[src/rtl/sprite_pixel_compositor.sv]
// sprite_pixel_compositor: sprite ROM address generation, direction/animation select and 3-stage RGB compositing
// Ports:
//   Clk, Reset                        clock, synchronous active-high reset
//   frame_start                       1-cycle pulse at start of vertical blank
//   pixel_valid, DrawX, DrawY         current pixel and its visibility
//   pac_x/pac_y, pac_dir              Pac-Man top-left and heading (0 left, 1 down, 2 right, 3 up)
//   red/blue/green_x/_y, ghost_en     ghost top-left corners and visibility ([0] red, [1] blue, [2] green)
//   bg_rgb                            background colour aligned with DrawX/DrawY
//   *_read_address                    registered ROM addresses (0 when the sprite is not hit)
//   direction                         Pac-Man ROM select, constant for a whole frame
//   *_data_out                        ROM pixels, one cycle after the address
//   rgb_out, rgb_valid                composited pixel, 3 cycles after DrawX/DrawY
module sprite_pixel_compositor #(
  parameter int          SPRITE_W    = 26,
  parameter int          ANIM_FRAMES = 8,
  parameter logic [23:0] TRANSPARENT = 24'h000000
) (
  input  logic        Clk,
  input  logic        Reset,
  input  logic        frame_start,
  input  logic        pixel_valid,
  input  logic [9:0]  DrawX,
  input  logic [9:0]  DrawY,
  input  logic [9:0]  pac_x,
  input  logic [9:0]  pac_y,
  input  logic [1:0]  pac_dir,
  input  logic [9:0]  red_x,
  input  logic [9:0]  red_y,
  input  logic [9:0]  blue_x,
  input  logic [9:0]  blue_y,
  input  logic [9:0]  green_x,
  input  logic [9:0]  green_y,
  input  logic [2:0]  ghost_en,
  input  logic [23:0] bg_rgb,
  output logic [9:0]  pac_man_cut_read_address,
  output logic [9:0]  pac_man_full_read_address_special,
  output logic [2:0]  direction,
  output logic [9:0]  red_evil_read_address,
  output logic [9:0]  blue_evil_read_address,
  output logic [9:0]  green_evil_read_address,
  input  logic [23:0] pac_man_cut_data_out,
  input  logic [23:0] red_evil_data_out,
  input  logic [23:0] blue_evil_data_out,
  input  logic [23:0] green_evil_data_out,
  output logic [23:0] rgb_out,
  output logic        rgb_valid
);
  localparam int CW = ANIM_FRAMES > 1 ? $clog2(ANIM_FRAMES) : 1;
  localparam logic [9:0] W = 10'(SPRITE_W);
  // 11-bit compare so a sprite near coordinate 1023 does not wrap its right/bottom edge
  function automatic logic in_span(input logic [9:0] p, input logic [9:0] s);
    return {1'b0, p} >= {1'b0, s} && {1'b0, p} < {1'b0, s} + {1'b0, W};
  endfunction
  function automatic logic [9:0] lin(input logic [9:0] dx, input logic [9:0] dy);
    return dy * W + dx;
  endfunction
  logic [9:0] pac_dx, pac_dy, red_dx, red_dy, blue_dx, blue_dy, green_dx, green_dy;
  logic pac_hit, red_hit, blue_hit, green_hit;
  assign pac_dx   = DrawX - pac_x;
  assign pac_dy   = DrawY - pac_y;
  assign red_dx   = DrawX - red_x;
  assign red_dy   = DrawY - red_y;
  assign blue_dx  = DrawX - blue_x;
  assign blue_dy  = DrawY - blue_y;
  assign green_dx = DrawX - green_x;
  assign green_dy = DrawY - green_y;
  assign pac_hit   = pixel_valid && in_span(DrawX, pac_x) && in_span(DrawY, pac_y);
  assign red_hit   = pixel_valid && ghost_en[0] && in_span(DrawX, red_x) && in_span(DrawY, red_y);
  assign blue_hit  = pixel_valid && ghost_en[1] && in_span(DrawX, blue_x) && in_span(DrawY, blue_y);
  assign green_hit = pixel_valid && ghost_en[2] && in_span(DrawX, green_x) && in_span(DrawY, green_y);
  // hit flags, background and valid travel alongside the ROM access so stage 3 sees them with the data
  logic [3:0]  hit1, hit2;
  logic [23:0] bg1, bg2, comp;
  logic        v1, v2;
  assign comp = hit2[0] && pac_man_cut_data_out != TRANSPARENT ? pac_man_cut_data_out :
                hit2[1] && red_evil_data_out    != TRANSPARENT ? red_evil_data_out    :
                hit2[2] && blue_evil_data_out   != TRANSPARENT ? blue_evil_data_out   :
                hit2[3] && green_evil_data_out  != TRANSPARENT ? green_evil_data_out  : bg2;
  always_ff @(posedge Clk) begin
    if (Reset) begin
      pac_man_cut_read_address          <= '0;
      pac_man_full_read_address_special <= '0;
      red_evil_read_address             <= '0;
      blue_evil_read_address            <= '0;
      green_evil_read_address           <= '0;
      hit1      <= '0;
      hit2      <= '0;
      bg1       <= '0;
      bg2       <= '0;
      v1        <= 1'b0;
      v2        <= 1'b0;
      rgb_valid <= 1'b0;
      rgb_out   <= '0;
    end else begin
      pac_man_cut_read_address          <= pac_hit ? lin(pac_dx, pac_dy) : '0;
      pac_man_full_read_address_special <= pac_hit ? lin(W - 10'd1 - pac_dx, pac_dy) : '0;
      red_evil_read_address             <= red_hit ? lin(red_dx, red_dy) : '0;
      blue_evil_read_address            <= blue_hit ? lin(blue_dx, blue_dy) : '0;
      green_evil_read_address           <= green_hit ? lin(green_dx, green_dy) : '0;
      hit1      <= {green_hit, blue_hit, red_hit, pac_hit};
      hit2      <= hit1;
      bg1       <= bg_rgb;
      bg2       <= bg1;
      v1        <= pixel_valid;
      v2        <= v1;
      rgb_valid <= v2;
      rgb_out   <= v2 ? comp : '0;
    end
  end
  // mouth toggles every ANIM_FRAMES frame_start pulses; closed mouth uses the full-circle ROM
  logic [CW-1:0] anim_cnt;
  logic          mouth_open, wrap, mouth_next;
  assign wrap       = anim_cnt == CW'(ANIM_FRAMES - 1);
  assign mouth_next = mouth_open ^ wrap;
  always_ff @(posedge Clk) begin
    if (Reset) begin
      anim_cnt   <= '0;
      mouth_open <= 1'b0;
      direction  <= 3'b100;
    end else if (frame_start) begin
      anim_cnt   <= wrap ? '0 : anim_cnt + 1'b1;
      mouth_open <= mouth_next;
      direction  <= mouth_next ? {1'b0, pac_dir} : 3'b100;
    end
  end
endmodule
[config.mk]
export PLATFORM = sky130hd
export DESIGN_NAME = sprite_pixel_compositor
export DESIGN_NICKNAME = d
export VERILOG_FILES = /design/src/rtl/sprite_pixel_compositor.sv
export SDC_FILE = /design/constraint.sdc
export NUM_CORES = 1
export LEC_CHECK = 0
export ABC_AREA = 1
export CORE_MARGIN = 8
export CORE_UTILIZATION = 25
export CTS_CLUSTER_SIZE = 25
export DETAILED_ROUTE_END_ITERATION = 6
export MAX_ROUTING_LAYER = met4
export PLACE_DENSITY_LB_ADDON = 0.05
export SYNTH_ARGS = -nofsm -noshare
export SYNTH_HDL_FRONTEND = slang
export SYNTH_SLANG_ARGS = --single-unit
export TNS_END_PERCENT = 20
[constraint.sdc]
create_clock -name Clk -period 6.7 [get_ports Clk]
set_clock_uncertainty 0.05 [all_clocks]
set_input_delay 0.67 -clock Clk [delete_from_list [all_inputs] [get_ports Clk]]
set_output_delay 0.67 -clock Clk [all_outputs]
set_load 0.005 [all_outputs]
==> metrics.txt <==
# TYPE chip_impl_metric gauge
chip_impl_metric{name="route.met3.wl",unit="mm"} 2.14
chip_impl_metric{name="fmax",unit="MHz"} 179
chip_impl_metric{name="setup_violations",unit=""} 0
chip_impl_info{name="run_status",value="finished clean"} 1
chip_impl_metric{name="max_cap_violations",unit=""} 0
chip_impl_metric{name="fin_util",unit="%"} 33.2
chip_impl_metric{name="wl_met2",unit="mm"} 26.4
chip_impl_metric{name="max_root_sink_buffers",unit=""} 2
chip_impl_metric{name="post_layout_net_count",unit=""} 2918
chip_impl_info{name="worstSetupPathType",value="in2reg"} 1
chip_impl_metric{name="finalCritPeriodShare",unit="%"} 83.5
chip_impl_metric{name="yosysSeqAreaShare",unit="%"} 18.6
chip_impl_metric{name="async_flop_share",unit="%"} 0
chip_impl_info{name="maxUsedRoutingLayer",value="met4"} 1
chip_impl_metric{name="detail_route.vias_per_cell",unit=""} 4.32
chip_impl_metric{name="clk_pin_slew_worst_paths",unit="ps"} 70
chip_impl_metric{name="synth_edf_count",unit=""} 0
chip_impl_metric{name="via_count_of_the_first_global_routing_pass",unit=""} 13700
chip_impl_metric{name="final.min_clock_period",unit="ps"} 5600
chip_impl_metric{name="postSynthNetCount",unit=""} 2610
chip_impl_metric{name="drt_wl_total",unit="mm"} 53.2
chip_impl_metric{name="number_of_synthesized_register_bits",unit=""} 139
chip_impl_metric{name="syn_to_final_growth",unit="%"} 31.1
chip_impl_info{name="cts-root-buf",value="sky130_fd_sc_hd__clkbuf_16"} 1
chip_impl_metric{name="cts_buffers",unit=""} 17
chip_impl_metric{name="post_synth_num_cell_types",unit=""} 48
chip_impl_metric{name="place_hpwl",unit="mm"} 45.4
chip_impl_metric{name="slew_headroom",unit="%"} 52.8
chip_impl_info{name="layout_common_cells",value="sky130_fd_sc_hd__inv_1 (443), sky130_fd_sc_hd__nand2_1 (328), sky130_fd_sc_hd__clkdlybuf4s50_1 (305)"} 1
chip_impl_metric{name="finish.instance_area",unit="um2"} 19600
chip_impl_metric{name="timing.final.hold_violations",unit=""} 0
chip_impl_metric{name="portBuffers",unit=""} 306
chip_impl_metric{name="global_route_wire_length_before_repair",unit="mm"} 79.2
chip_impl_metric{name="die-height",unit="um"} 261
chip_impl_metric{name="synthesis.area_per_instance",unit="um2"} 7.22
chip_impl_metric{name="cts-resized-gates",unit=""} 0
chip_impl_metric{name="antenna_found_initial",unit=""} 10
chip_impl_metric{name="drc_errors",unit=""} 0
chip_impl_metric{name="globalRouteTotalUtil",unit="%"} 15.7
chip_impl_metric{name="cts-hold-fix-buffers",unit=""} 0
chip_impl_metric{name="yosys_warnings",unit=""} 0
chip_impl_info{name="rsz0062_at_grt",value="false"} 1
chip_impl_metric{name="fin_setup_tns",unit="ps"} 0
chip_impl_metric{name="die_area",unit="um2"} 67900
chip_impl_metric{name="cellLeakagePower",unit="nW"} 9.62
chip_impl_metric{name="grt-ovfl-total",unit=""} 0
chip_impl_metric{name="core_region_area",unit="um2"} 59000
chip_impl_metric{name="layout-drive-gt1-share",unit="%"} 3.14
chip_impl_metric{name="postRouteAntennaNets",unit=""} 0
chip_impl_metric{name="worst_skew_pair.late_latency",unit="ps"} 450
chip_impl_metric{name="max_slew.worst_pin.slew",unit="ps"} 706
chip_impl_metric{name="detailed_place.area",unit="um2"} 18900
chip_impl_metric{name="mappedNetlistArea",unit="um2"} 14900
chip_impl_metric{name="finalWeightedCongestion",unit=""} 0.855
chip_impl_metric{name="vdd_drop_max",unit="mV"} 0.243
chip_impl_metric{name="vias",unit=""} 13700
chip_impl_info{name="layout.cells.most_common",value="sky130_fd_sc_hd__inv_1"} 1
chip_impl_info{name="startpoint_type",value="input pin"} 1
chip_impl_metric{name="tritoncts_num_sinks",unit=""} 139
chip_impl_info{name="tritoncts",value="yes"} 1
chip_impl_metric{name="critPathMaxFanout",unit=""} 8
chip_impl_info{name="yosys_most_used_dff",value="sky130_fd_sc_hd__dfxtp_1"} 1
chip_impl_metric{name="grt_max_degree",unit=""} 58
chip_impl_metric{name="routed_wire_length_per_instance",unit="um"} 16.8
chip_impl_metric{name="die-width",unit="um"} 261
chip_impl_metric{name="floorplan.io_pins",unit=""} 307
chip_impl_metric{name="starting_drt_drc_count",unit=""} 488
chip_impl_info{name="end_kind",value="register"} 1
chip_impl_metric{name="drtPass1Iterations",unit=""} 5
chip_impl_metric{name="row_count",unit=""} 89
chip_impl_metric{name="routedLengthMet1",unit="mm"} 24.1
chip_impl_metric{name="synthesis.instances",unit=""} 2069
chip_impl_metric{name="post_cts_buffers",unit=""} 0
chip_impl_info{name="hold_path.class",value="reg2reg"} 1
chip_impl_metric{name="initial_cell_density_of_the_core",unit="%"} 25.3
chip_impl_metric{name="critical_path_arrival",unit="ps"} 5860
chip_impl_metric{name="power_per_cell_area",unit="nW/um2"} 325
chip_impl_metric{name="slew_viol_final",unit=""} 0
chip_impl_metric{name="cp_data_required_time",unit="ps"} 6960
chip_impl_metric{name="cts.htree.levels",unit=""} 4
-- cells in the mapped netlist, types with 4 or more instances --
| cell type | count | area, um2 |
|---|---|---|
| sky130_fd_sc_hd__o21ai_0 | 85 | 425 |
| sky130_fd_sc_hd__nand4_1 | 34 | 213 |
| sky130_fd_sc_hd__nor2_1 | 144 | 541 |
| sky130_fd_sc_hd__o21a_1 | 4 | 30.0 |
| sky130_fd_sc_hd__nand3_1 | 78 | 390 |
| sky130_fd_sc_hd__inv_1 | 443 | 1660 |
| sky130_fd_sc_hd__nor3_1 | 28 | 140 |
| sky130_fd_sc_hd__nand2_1 | 328 | 1230 |
| sky130_fd_sc_hd__dfxtp_1 | 139 | 2780 |
| sky130_fd_sc_hd__clkbuf_1 | 19 | 71.3 |
| sky130_fd_sc_hd__a21o_1 | 8 | 60.1 |
| sky130_fd_sc_hd__nand3b_1 | 14 | 105 |
| sky130_fd_sc_hd__ha_1 | 261 | 3270 |
| sky130_fd_sc_hd__buf_2 | 8 | 40.0 |
| sky130_fd_sc_hd__a31oi_1 | 8 | 50.1 |
| sky130_fd_sc_hd__a21oi_1 | 152 | 761 |
| sky130_fd_sc_hd__o21bai_1 | 15 | 113 |
| sky130_fd_sc_hd__xnor2_1 | 26 | 228 |
| sky130_fd_sc_hd__o21ai_1 | 7 | 35.0 |
| sky130_fd_sc_hd__xor2_1 | 114 | 998 |
| sky130_fd_sc_hd__fa_1 | 51 | 1020 |
| sky130_fd_sc_hd__nor4_1 | 13 | 81.3 |
| sky130_fd_sc_hd__o211ai_1 | 38 | 285 |
| sky130_fd_sc_hd__nor2_4 | 12 | 135 |
| sky130_fd_sc_hd__or2_2 | 4 | 25.0 |
-- critical path, stage by stage --
cell	delay, ps
sky130_fd_sc_hd__clkdlybuf4s50_1	720
sky130_fd_sc_hd__ha_1	540
sky130_fd_sc_hd__nand2_1	70
sky130_fd_sc_hd__inv_1	50
sky130_fd_sc_hd__nand2_1	40
sky130_fd_sc_hd__nand2_1	100
sky130_fd_sc_hd__xor2_1	290
sky130_fd_sc_hd__inv_1	100
sky130_fd_sc_hd__ha_1	300
sky130_fd_sc_hd__inv_1	60
sky130_fd_sc_hd__fa_1	530
sky130_fd_sc_hd__inv_1	40
sky130_fd_sc_hd__ha_1	340
sky130_fd_sc_hd__nand2_1	60
sky130_fd_sc_hd__o21ai_0	180
sky130_fd_sc_hd__xor2_1	200
sky130_fd_sc_hd__fa_1	450
sky130_fd_sc_hd__ha_1	350
sky130_fd_sc_hd__a21oi_1	150
sky130_fd_sc_hd__o21ai_0	100
sky130_fd_sc_hd__a21oi_1	160
sky130_fd_sc_hd__nand3b_1	150
sky130_fd_sc_hd__nand3b_1	80
sky130_fd_sc_hd__nand2_1	70
sky130_fd_sc_hd__nor2_1	40
-- layout make-up --
type                            instances  area, um2
Antenna cell                           10       25.0
Clock buffer                           18        439
Clock inverter                         14        195
Fill cell                            6357      39400
Inverter                              447       1680
Multi-Input combinational cell       1450      10300
Sequential cell                       139       2780
Tap cell                              773        967
Timing Repair Buffer                  322       3180
-- where the power goes --
part           switching [mW]  internal (mW)  total [mW]  leakage [nW]
clock network           0.420          0.635        1.05         0.310
logic                    2.58           1.86        4.45          8.17
registers             0.00844          0.853       0.862          1.13
-- per-stage QoR --
stage	hold WS [ps]	power (mW)	cells	setup slack, ps
6_report	351	6.36	3173	1100
5_1_grt	372	7.12	3173	703
4_1_cts	353	6.47	3163	1070
3_5_place_dp	344	5.34	3131	594
3_3_place_gp	343	5.32	3131	693
2_1_floorplan	338	4.32	2069	1700
-- cells by family after synthesis --
family                   count (synthesis)  share of synthesized area, %
AO/OA/AOI/OAI                          331                          12.5
XOR/XNOR                               140                          8.20
adder cells (fa/ha/maj)                312                          28.7
buffers and inverters                  480                          12.3
flip-flops                             139                          18.6
AND/OR/NAND/NOR                        667                          19.7
-- sequential cells by signal, summed over array words and instances (netlist names), 3 cells and up --
register	flops
direction	3
bg2	24
hit2	4
pac_man_full_read_address_special	9
bg1	24
hit1	4
rgb_out	24
red_evil_read_address	10
pac_man_cut_read_address	10
blue_evil_read_address	10
green_evil_read_address	10
anim_cnt	3
-- routing by layer --
metal / GRT usage (%) / vias up
li1: - / 7268
met1: 18.6 / 6196
met2: 27.4 / 221
met3: 2.99 / 30
met4: 3.07 / 0
met5: - / -
-- final timing paths --
check | from | endpoint | slack (ps) | cells after the start
max | DrawY[3] | green_evil_read_address[9]$_SDFF_PP0_ | 1100 | 25
min | bg1[18]$_SDFF_PP0_ | bg2[18]$_SDFF_PP0_ | 350 | 2
max reg2reg | hit2[3]$_SDFF_PP0_ | rgb_out[4]$_SDFF_PP0_ | 4980 | 5
min reg2reg | bg1[18]$_SDFF_PP0_ | bg2[18]$_SDFF_PP0_ | 350 | 2
Note: power is estimated with default switching activity, not from simulation.
